File: src/rtl/dbg_probe.sv
// Debug read-burst probe: walks a word range in the CPU register file or data
// memory through the CPU debug ports and streams each word out with its address.
module dbg_probe #(
  parameter int DmAddrBits = 10,
  parameter int DmLatency  = 1
) (
  input  logic                  clk,
  input  logic                  rst,
  input  logic                  cmd_valid,
  output logic                  cmd_ready,
  input  logic                  cmd_space,
  input  logic [DmAddrBits-1:0] cmd_addr,
  input  logic [7:0]            cmd_len,
  output logic [4:0]            dbg_rf_req,
  output logic [DmAddrBits-1:0] dbg_dm_addr,
  input  logic [31:0]           dbg_rf_data,
  input  logic [31:0]           dbg_dm_data,
  output logic                  rsp_valid,
  input  logic                  rsp_ready,
  output logic [31:0]           rsp_data,
  output logic [DmAddrBits-1:0] rsp_addr,
  output logic                  rsp_last,
  output logic                  busy
);

  typedef enum logic [1:0] {
    IDLE,
    ISSUE,
    WAIT,
    OUT
  } state_e;

  localparam bit         DmHasWait  = (DmLatency != 0);
  localparam logic [1:0] DmWaitLast = 2'(DmLatency - 1);

  state_e                state_q, state_d;
  logic                  space_q, space_d;
  logic [DmAddrBits-1:0] addr_q, addr_d;
  logic [7:0]            cnt_q, cnt_d;
  logic [1:0]            wait_q, wait_d;
  logic [4:0]            rf_req_q, rf_req_d;
  logic [DmAddrBits-1:0] dm_addr_q, dm_addr_d;
  logic [31:0]           rsp_data_q, rsp_data_d;
  logic [DmAddrBits-1:0] rsp_addr_q, rsp_addr_d;
  logic                  rsp_last_q, rsp_last_d;

  logic [DmAddrBits-1:0] next_addr;
  logic [4:0]            rf_next;

  // RF addresses live zero-extended in addr_q so they can go straight to rsp_addr.
  assign rf_next   = addr_q[4:0] + 5'd1;
  assign next_addr = space_q ? addr_q + 1'b1 : {{(DmAddrBits-5){1'b0}}, rf_next};

  always_comb begin
    state_d    = state_q;
    space_d    = space_q;
    addr_d     = addr_q;
    cnt_d      = cnt_q;
    wait_d     = wait_q;
    rf_req_d   = rf_req_q;
    dm_addr_d  = dm_addr_q;
    rsp_data_d = rsp_data_q;
    rsp_addr_d = rsp_addr_q;
    rsp_last_d = rsp_last_q;

    unique case (state_q)
      IDLE: begin
        if (cmd_valid) begin
          space_d = cmd_space;
          cnt_d   = cmd_len;
          if (cmd_space) begin
            addr_d    = cmd_addr;
            dm_addr_d = cmd_addr;
          end else begin
            addr_d   = {{(DmAddrBits-5){1'b0}}, cmd_addr[4:0]};
            rf_req_d = cmd_addr[4:0];
          end
          state_d = ISSUE;
        end
      end

      ISSUE: begin
        if (space_q && DmHasWait) begin
          wait_d  = DmWaitLast;
          state_d = WAIT;
        end else begin
          rsp_data_d = space_q ? dbg_dm_data : dbg_rf_data;
          rsp_addr_d = addr_q;
          rsp_last_d = (cnt_q == 8'd0);
          state_d    = OUT;
        end
      end

      WAIT: begin
        if (wait_q == 2'd0) begin
          rsp_data_d = dbg_dm_data;
          rsp_addr_d = addr_q;
          rsp_last_d = (cnt_q == 8'd0);
          state_d    = OUT;
        end else begin
          wait_d = wait_q - 2'd1;
        end
      end

      OUT: begin
        if (rsp_ready) begin
          if (rsp_last_q) begin
            state_d = IDLE;
          end else begin
            cnt_d  = cnt_q - 8'd1;
            addr_d = next_addr;
            if (space_q) dm_addr_d = next_addr;
            else         rf_req_d  = rf_next;
            state_d = ISSUE;
          end
        end
      end

      default: state_d = IDLE;
    endcase
  end

  always_ff @(posedge clk) begin
    if (rst) begin
      state_q    <= IDLE;
      space_q    <= 1'b0;
      addr_q     <= '0;
      cnt_q      <= '0;
      wait_q     <= '0;
      rf_req_q   <= '0;
      dm_addr_q  <= '0;
      rsp_data_q <= '0;
      rsp_addr_q <= '0;
      rsp_last_q <= 1'b0;
    end else begin
      state_q    <= state_d;
      space_q    <= space_d;
      addr_q     <= addr_d;
      cnt_q      <= cnt_d;
      wait_q     <= wait_d;
      rf_req_q   <= rf_req_d;
      dm_addr_q  <= dm_addr_d;
      rsp_data_q <= rsp_data_d;
      rsp_addr_q <= rsp_addr_d;
      rsp_last_q <= rsp_last_d;
    end
  end

  assign cmd_ready   = (state_q == IDLE);
  assign busy        = (state_q != IDLE);
  assign rsp_valid   = (state_q == OUT);
  assign rsp_data    = rsp_data_q;
  assign rsp_addr    = rsp_addr_q;
  assign rsp_last    = rsp_last_q;
  assign dbg_rf_req  = rf_req_q;
  assign dbg_dm_addr = dm_addr_q;

endmodule

File: config.mk
export PLATFORM = sky130hd
export DESIGN_NAME = dbg_probe
export DESIGN_NICKNAME = d
export VERILOG_FILES = /design/src/rtl/dbg_probe.sv
export SDC_FILE = /design/constraint.sdc
export NUM_CORES = 1
export LEC_CHECK = 0
export ABC_AREA = 1
export BUFFER_PORTS_ARGS = -buffer_cell sky130_fd_sc_hd__clkbuf_2
export CAP_MARGIN = 0
export CORE_MARGIN = 2
export CORE_UTILIZATION = 45
export DETAILED_ROUTE_END_ITERATION = 7
export PLACE_DENSITY_LB_ADDON = 0.05
export SYNTH_ARGS = -nofsm -noshare
export SYNTH_HDL_FRONTEND = slang
export SYNTH_SLANG_ARGS = --single-unit
File: constraint.sdc
create_clock -name clk -period 1.6 [get_ports clk]
set_input_delay 0 -clock clk [delete_from_list [all_inputs] [get_ports clk]]
set_output_delay 0 -clock clk [all_outputs]
set_load 0.01 [all_outputs]
==> run_summary.xml <==
<?xml version="1.0" encoding="UTF-8"?>
<metrics>
  <group name="run_status">
    <metric name="status" unit="">complete, but fails checks</metric>
    <metric name="failed_checks" unit="">negative hold slack</metric>
  </group>
  <group name="clock_tree">
    <metric name="clockRootBuffer" unit="">sky130_fd_sc_hd__clkbuf_8</metric>
    <metric name="clock_latency_of_the_later_clocked_register_in_the_worst_skew_pair" unit="ns">0.36</metric>
    <metric name="clk_pin_slew" unit="ns">0.09</metric>
    <metric name="cts-root-to-sink-buffers" unit="">2</metric>
    <metric name="cts_buffers" unit="">9</metric>
    <metric name="cts.sinks" unit="">81</metric>
    <metric name="htree_levels" unit="">3</metric>
    <metric name="clock_tree_from_tritoncts" unit="">done</metric>
  </group>
  <group name="synth">
    <metric name="mappedNetlistNets" unit="">646</metric>
    <metric name="leading_cell_types_by_total_area_after_synthesis" unit="">sky130_fd_sc_hd__dfxtp_1 (41%), sky130_fd_sc_hd__nand2_1 (14%), sky130_fd_sc_hd__o211a_1 (8.0%)</metric>
    <metric name="synth.yosys.warnings" unit="">0</metric>
    <metric name="synth-seq-area-share" unit="%">40.7</metric>
    <metric name="synth.top_cell.area_share" unit="%">40.7</metric>
    <metric name="synth-async-reset-ratio" unit="%">0</metric>
    <metric name="yosys.area.top_type" unit="">sky130_fd_sc_hd__dfxtp_1</metric>
    <metric name="synth.top_cells.by_count" unit="">sky130_fd_sc_hd__nand2_1 (149), sky130_fd_sc_hd__dfxtp_1 (81), sky130_fd_sc_hd__nor2_1 (62)</metric>
    <metric name="synth_enable_flop_cells" unit="">0</metric>
    <metric name="yosysMostFrequentCell" unit="">sky130_fd_sc_hd__nand2_1</metric>
    <metric name="post_synth_instance_area" unit="sq mm">0.00399</metric>
    <metric name="syn-instance-count" unit="">551</metric>
    <metric name="postSynth.topFlopCell" unit="">sky130_fd_sc_hd__dfxtp_1</metric>
    <metric name="synth-seq-cells" unit="">81</metric>
    <metric name="synth.lib_cells_used.distinct" unit="">28</metric>
    <metric name="syn_area_per_cell" unit="sq um">7.23</metric>
  </group>
  <group name="routing">
    <metric name="drt_first_pass_iters" unit="">6</metric>
    <metric name="remaining_drc_errors" unit="">0</metric>
    <metric name="drt_first_iter_violations" unit="">169</metric>
    <metric name="ant_nets" unit="">0</metric>
    <metric name="finalWirelength" unit="um">12200</metric>
    <metric name="avgViaCountPerCell" unit="">5.12</metric>
    <metric name="routed-via-count" unit="">4574</metric>
    <metric name="route.detailed.wl_per_inst" unit="um">13.7</metric>
  </group>
  <group name="die">
    <metric name="floorplan.die.width" unit="um">98.1</metric>
    <metric name="placementRows" unit="">34</metric>
    <metric name="initial_utilization" unit="%">46.2</metric>
    <metric name="chipHeight" unit="um">98.1</metric>
    <metric name="io_pins" unit="">148</metric>
    <metric name="design.core.area" unit="sq mm">0.00864</metric>
    <metric name="design.die.area" unit="sq mm">0.00963</metric>
  </group>
  <group name="critical_path">
    <metric name="startpoint" unit="">state_q[0]</metric>
    <metric name="cp_data_arrival_time" unit="ns">1.79</metric>
    <metric name="timing.critical_path.fanout_max" unit="">6</metric>
    <metric name="startpoint_type" unit="">flip-flop</metric>
    <metric name="cp.required" unit="ns">1.85</metric>
    <metric name="r2r_slack" unit="ns">0.06</metric>
    <metric name="category_of_the_most_critical_setup_path" unit="">reg -&gt; reg</metric>
    <metric name="critical_path.max_stage_delay" unit="ns">0.39</metric>
    <metric name="critical_path.cell_chain" unit="">inv_4 -&gt; ha_4 -&gt; nand2_2 -&gt; o21ai_4 -&gt; nor2_8 -&gt; buf_6 -&gt; o21ai_0 -&gt; o21a_1</metric>
    <metric name="critPathSlowestCell" unit="">sky130_fd_sc_hd__dfxtp_4</metric>
    <metric name="worst_setup_path_end_kind" unit="">flip-flop</metric>
    <metric name="worstReg2RegStart" unit="">state_q[0]</metric>
  </group>
  <group name="global_route">
    <metric name="grt_first_pass_wirelength" unit="um">19200</metric>
    <metric name="via_count_of_the_first_global_routing_pass" unit="">4256</metric>
    <metric name="grt_antenna_before_repair" unit="">0</metric>
    <metric name="globalRouteOverflowTotal" unit="">0</metric>
    <metric name="grt_start_max_net_pins" unit="">67</metric>
    <metric name="grt_usage" unit="%">24.1</metric>
  </group>
  <group name="placement">
    <metric name="place.port_buffers" unit="">147</metric>
    <metric name="place.detailed.hpwl" unit="um">7690</metric>
    <metric name="globalplace.congestion" unit="">0.862</metric>
  </group>
  <group name="sta">
    <metric name="finalHoldWorstSlack" unit="ns">-0.00317</metric>
    <metric name="final_max_slew_viol_count" unit="">0</metric>
    <metric name="rsz_0062_raised_after_global_routing" unit="">false</metric>
    <metric name="slew_headroom" unit="%">80.3</metric>
    <metric name="clock.fmax" unit="MHz">650</metric>
    <metric name="finalCritPeriodShare" unit="%">96.1</metric>
    <metric name="setup_viol" unit="">0</metric>
    <metric name="report.final.hold_viol_count" unit="">2</metric>
    <metric name="period_minus_slack" unit="ns">1.54</metric>
    <metric name="finalClockSkew" unit="ns">0.0125</metric>
    <metric name="worst-slew-pin-transition" unit="ns">0.295</metric>
  </group>
  <group name="finish">
    <metric name="filler_cell_count" unit="">737</metric>
    <metric name="finalNetCount" unit="">876</metric>
    <metric name="drive_gt1_share" unit="%">29.8</metric>
    <metric name="multiInputGateArea" unit="sq mm">0.00211</metric>
    <metric name="fin_util" unit="%">69.5</metric>
    <metric name="areaGrowthSynthToFinish" unit="%">50.6</metric>
    <metric name="antenna_cells_inserted" unit="">0</metric>
    <metric name="regArea" unit="sq mm">0.00163</metric>
  </group>
  <group name="power_and_ir_drop">
    <metric name="pwr_per_cell_area" unit="mW/mm^2">2040</metric>
    <metric name="p_total" unit="uW">12200</metric>
    <metric name="cellLeakagePower" unit="uW">0.00311</metric>
    <metric name="ir_drop" unit="mV">0.927</metric>
  </group>
  <group name="min_path">
    <metric name="holdCritPathClass" unit="">in -&gt; reg</metric>
    <metric name="min-delay-start" unit="">dbg_rf_data[16]</metric>
  </group>
  <group name="flow_run">
    <metric name="max-cap-violations" unit="">0</metric>
  </group>
</metrics>
placed cells by master (no fill, tap or decap), types with 7 or more instances in the layout:
| master | netlist | final |
|---|---|---|
| sky130_fd_sc_hd__clkbuf_8 | 0 | 10 |
| sky130_fd_sc_hd__nor2_1 | 62 | 62 |
| sky130_fd_sc_hd__buf_4 | 9 | 29 |
| sky130_fd_sc_hd__dfxtp_1 | 81 | 78 |
| sky130_fd_sc_hd__clkbuf_2 | 0 | 147 |
| sky130_fd_sc_hd__nand2_1 | 149 | 145 |
| sky130_fd_sc_hd__nand3_1 | 45 | 45 |
| sky130_fd_sc_hd__dlygate4sd3_1 | 0 | 64 |
| sky130_fd_sc_hd__o21ai_0 | 37 | 31 |
| sky130_fd_sc_hd__inv_2 | 8 | 7 |
| sky130_fd_sc_hd__a21oi_1 | 36 | 35 |
| sky130_fd_sc_hd__o211a_1 | 32 | 32 |
| sky130_fd_sc_hd__inv_1 | 31 | 28 |
| sky130_fd_sc_hd__o21ai_1 | 14 | 17 |
final timing paths:
check	cells past startpoint	to
worst max-delay path	8	addr_q[5]
worst min-delay path	4	rsp_data[16]
worst min register to register	2	wait_q[1]
worst max register to register	8	addr_q[5]
logic make-up (layout without fill, tap and decap cells):
| logic type | count (synthesis) | in the layout | synth area share [%] |
|---|---|---|---|
| AOI/OAI and AO/OA | 125 | 125 | 20.7 |
| adders and majority gates | 8 | 8 | 2.51 |
| buffers and inverters | 71 | 306 | 8.25 |
| DFF | 81 | 81 | 40.7 |
| and+or+nand+nor | 266 | 266 | 27.9 |
cell type report:
type / instances / share of cell area, %
multi-input cells: 399 / 35.2
flip-flops and latches: 81 / 27.2
repair buffers: 251 / 29.4
clock buffers: 12 / 2.42
well taps: 108 / 2.25
inverters: 39 / 2.73
clock inverters: 4 / 0.875
registers in the layout, summed over array words and instances, names as in the netlist:
register,cells
space_q,1
rsp_addr,10
wait_q,2
rsp_last,1
rsp_data,32
cnt_q,8
state_q,2
dbg_rf_req,5
addr_q,10
dbg_dm_addr,10
critical path: cells and delay by family, from the launching register on:
kind                     cells  cell delay, ns
flip-flops                   1            0.39
adder cells (fa/ha/maj)      1            0.18
AND/OR/NAND/NOR              2            0.26
AO/OA/AOI/OAI                3            0.37
buffers and inverters        2            0.22
per-layer routing:
metal	vias to the layer above	track usage, %	routed length [um]	share of wire, %
met4	0	8.33	246	2.0
met5	-	0	0	0
met1	2110	30.6	5250	43
met3	23	4.80	704	5.8
li1	2291	-	-	-
met2	150	40.9	6020	49
metrics by stage:
step	area [sq um]	instances	setup TNS, ns	setup WS (ns)
after floorplan	3990	551	0	0.0369
after global placement	4960	805	0	0.00146
after detailed placement	4960	805	-0.661	-0.0763
after CTS	5820	886	0	0.000436
after global routing	6000	894	0	0.000522
final	6000	894	0	0.0617
where the power goes:
part / leakage (uW) / total [uW] / internal (uW) / switching (uW)
combinational: 0.00235 / 7070 / 3160 / 3910
clock: 0.0000888 / 1520 / 765 / 754
sequential: 0.000671 / 3660 / 3010 / 652
repair_timing:
| action | CTS | global route |
|---|---|---|
| buffers inserted | 2 | 6 |
| cloned | 0 | 2 |
| endpoints found under the setup margin | 33 | 68 |
| endpoints found under the hold margin | 37 | 1 |
| hold buffers | 63 | 1 |
| gates resized for setup | 8 | 35 |
| pin swaps | 1 | 10 |
(Power assumes the default switching activity.)
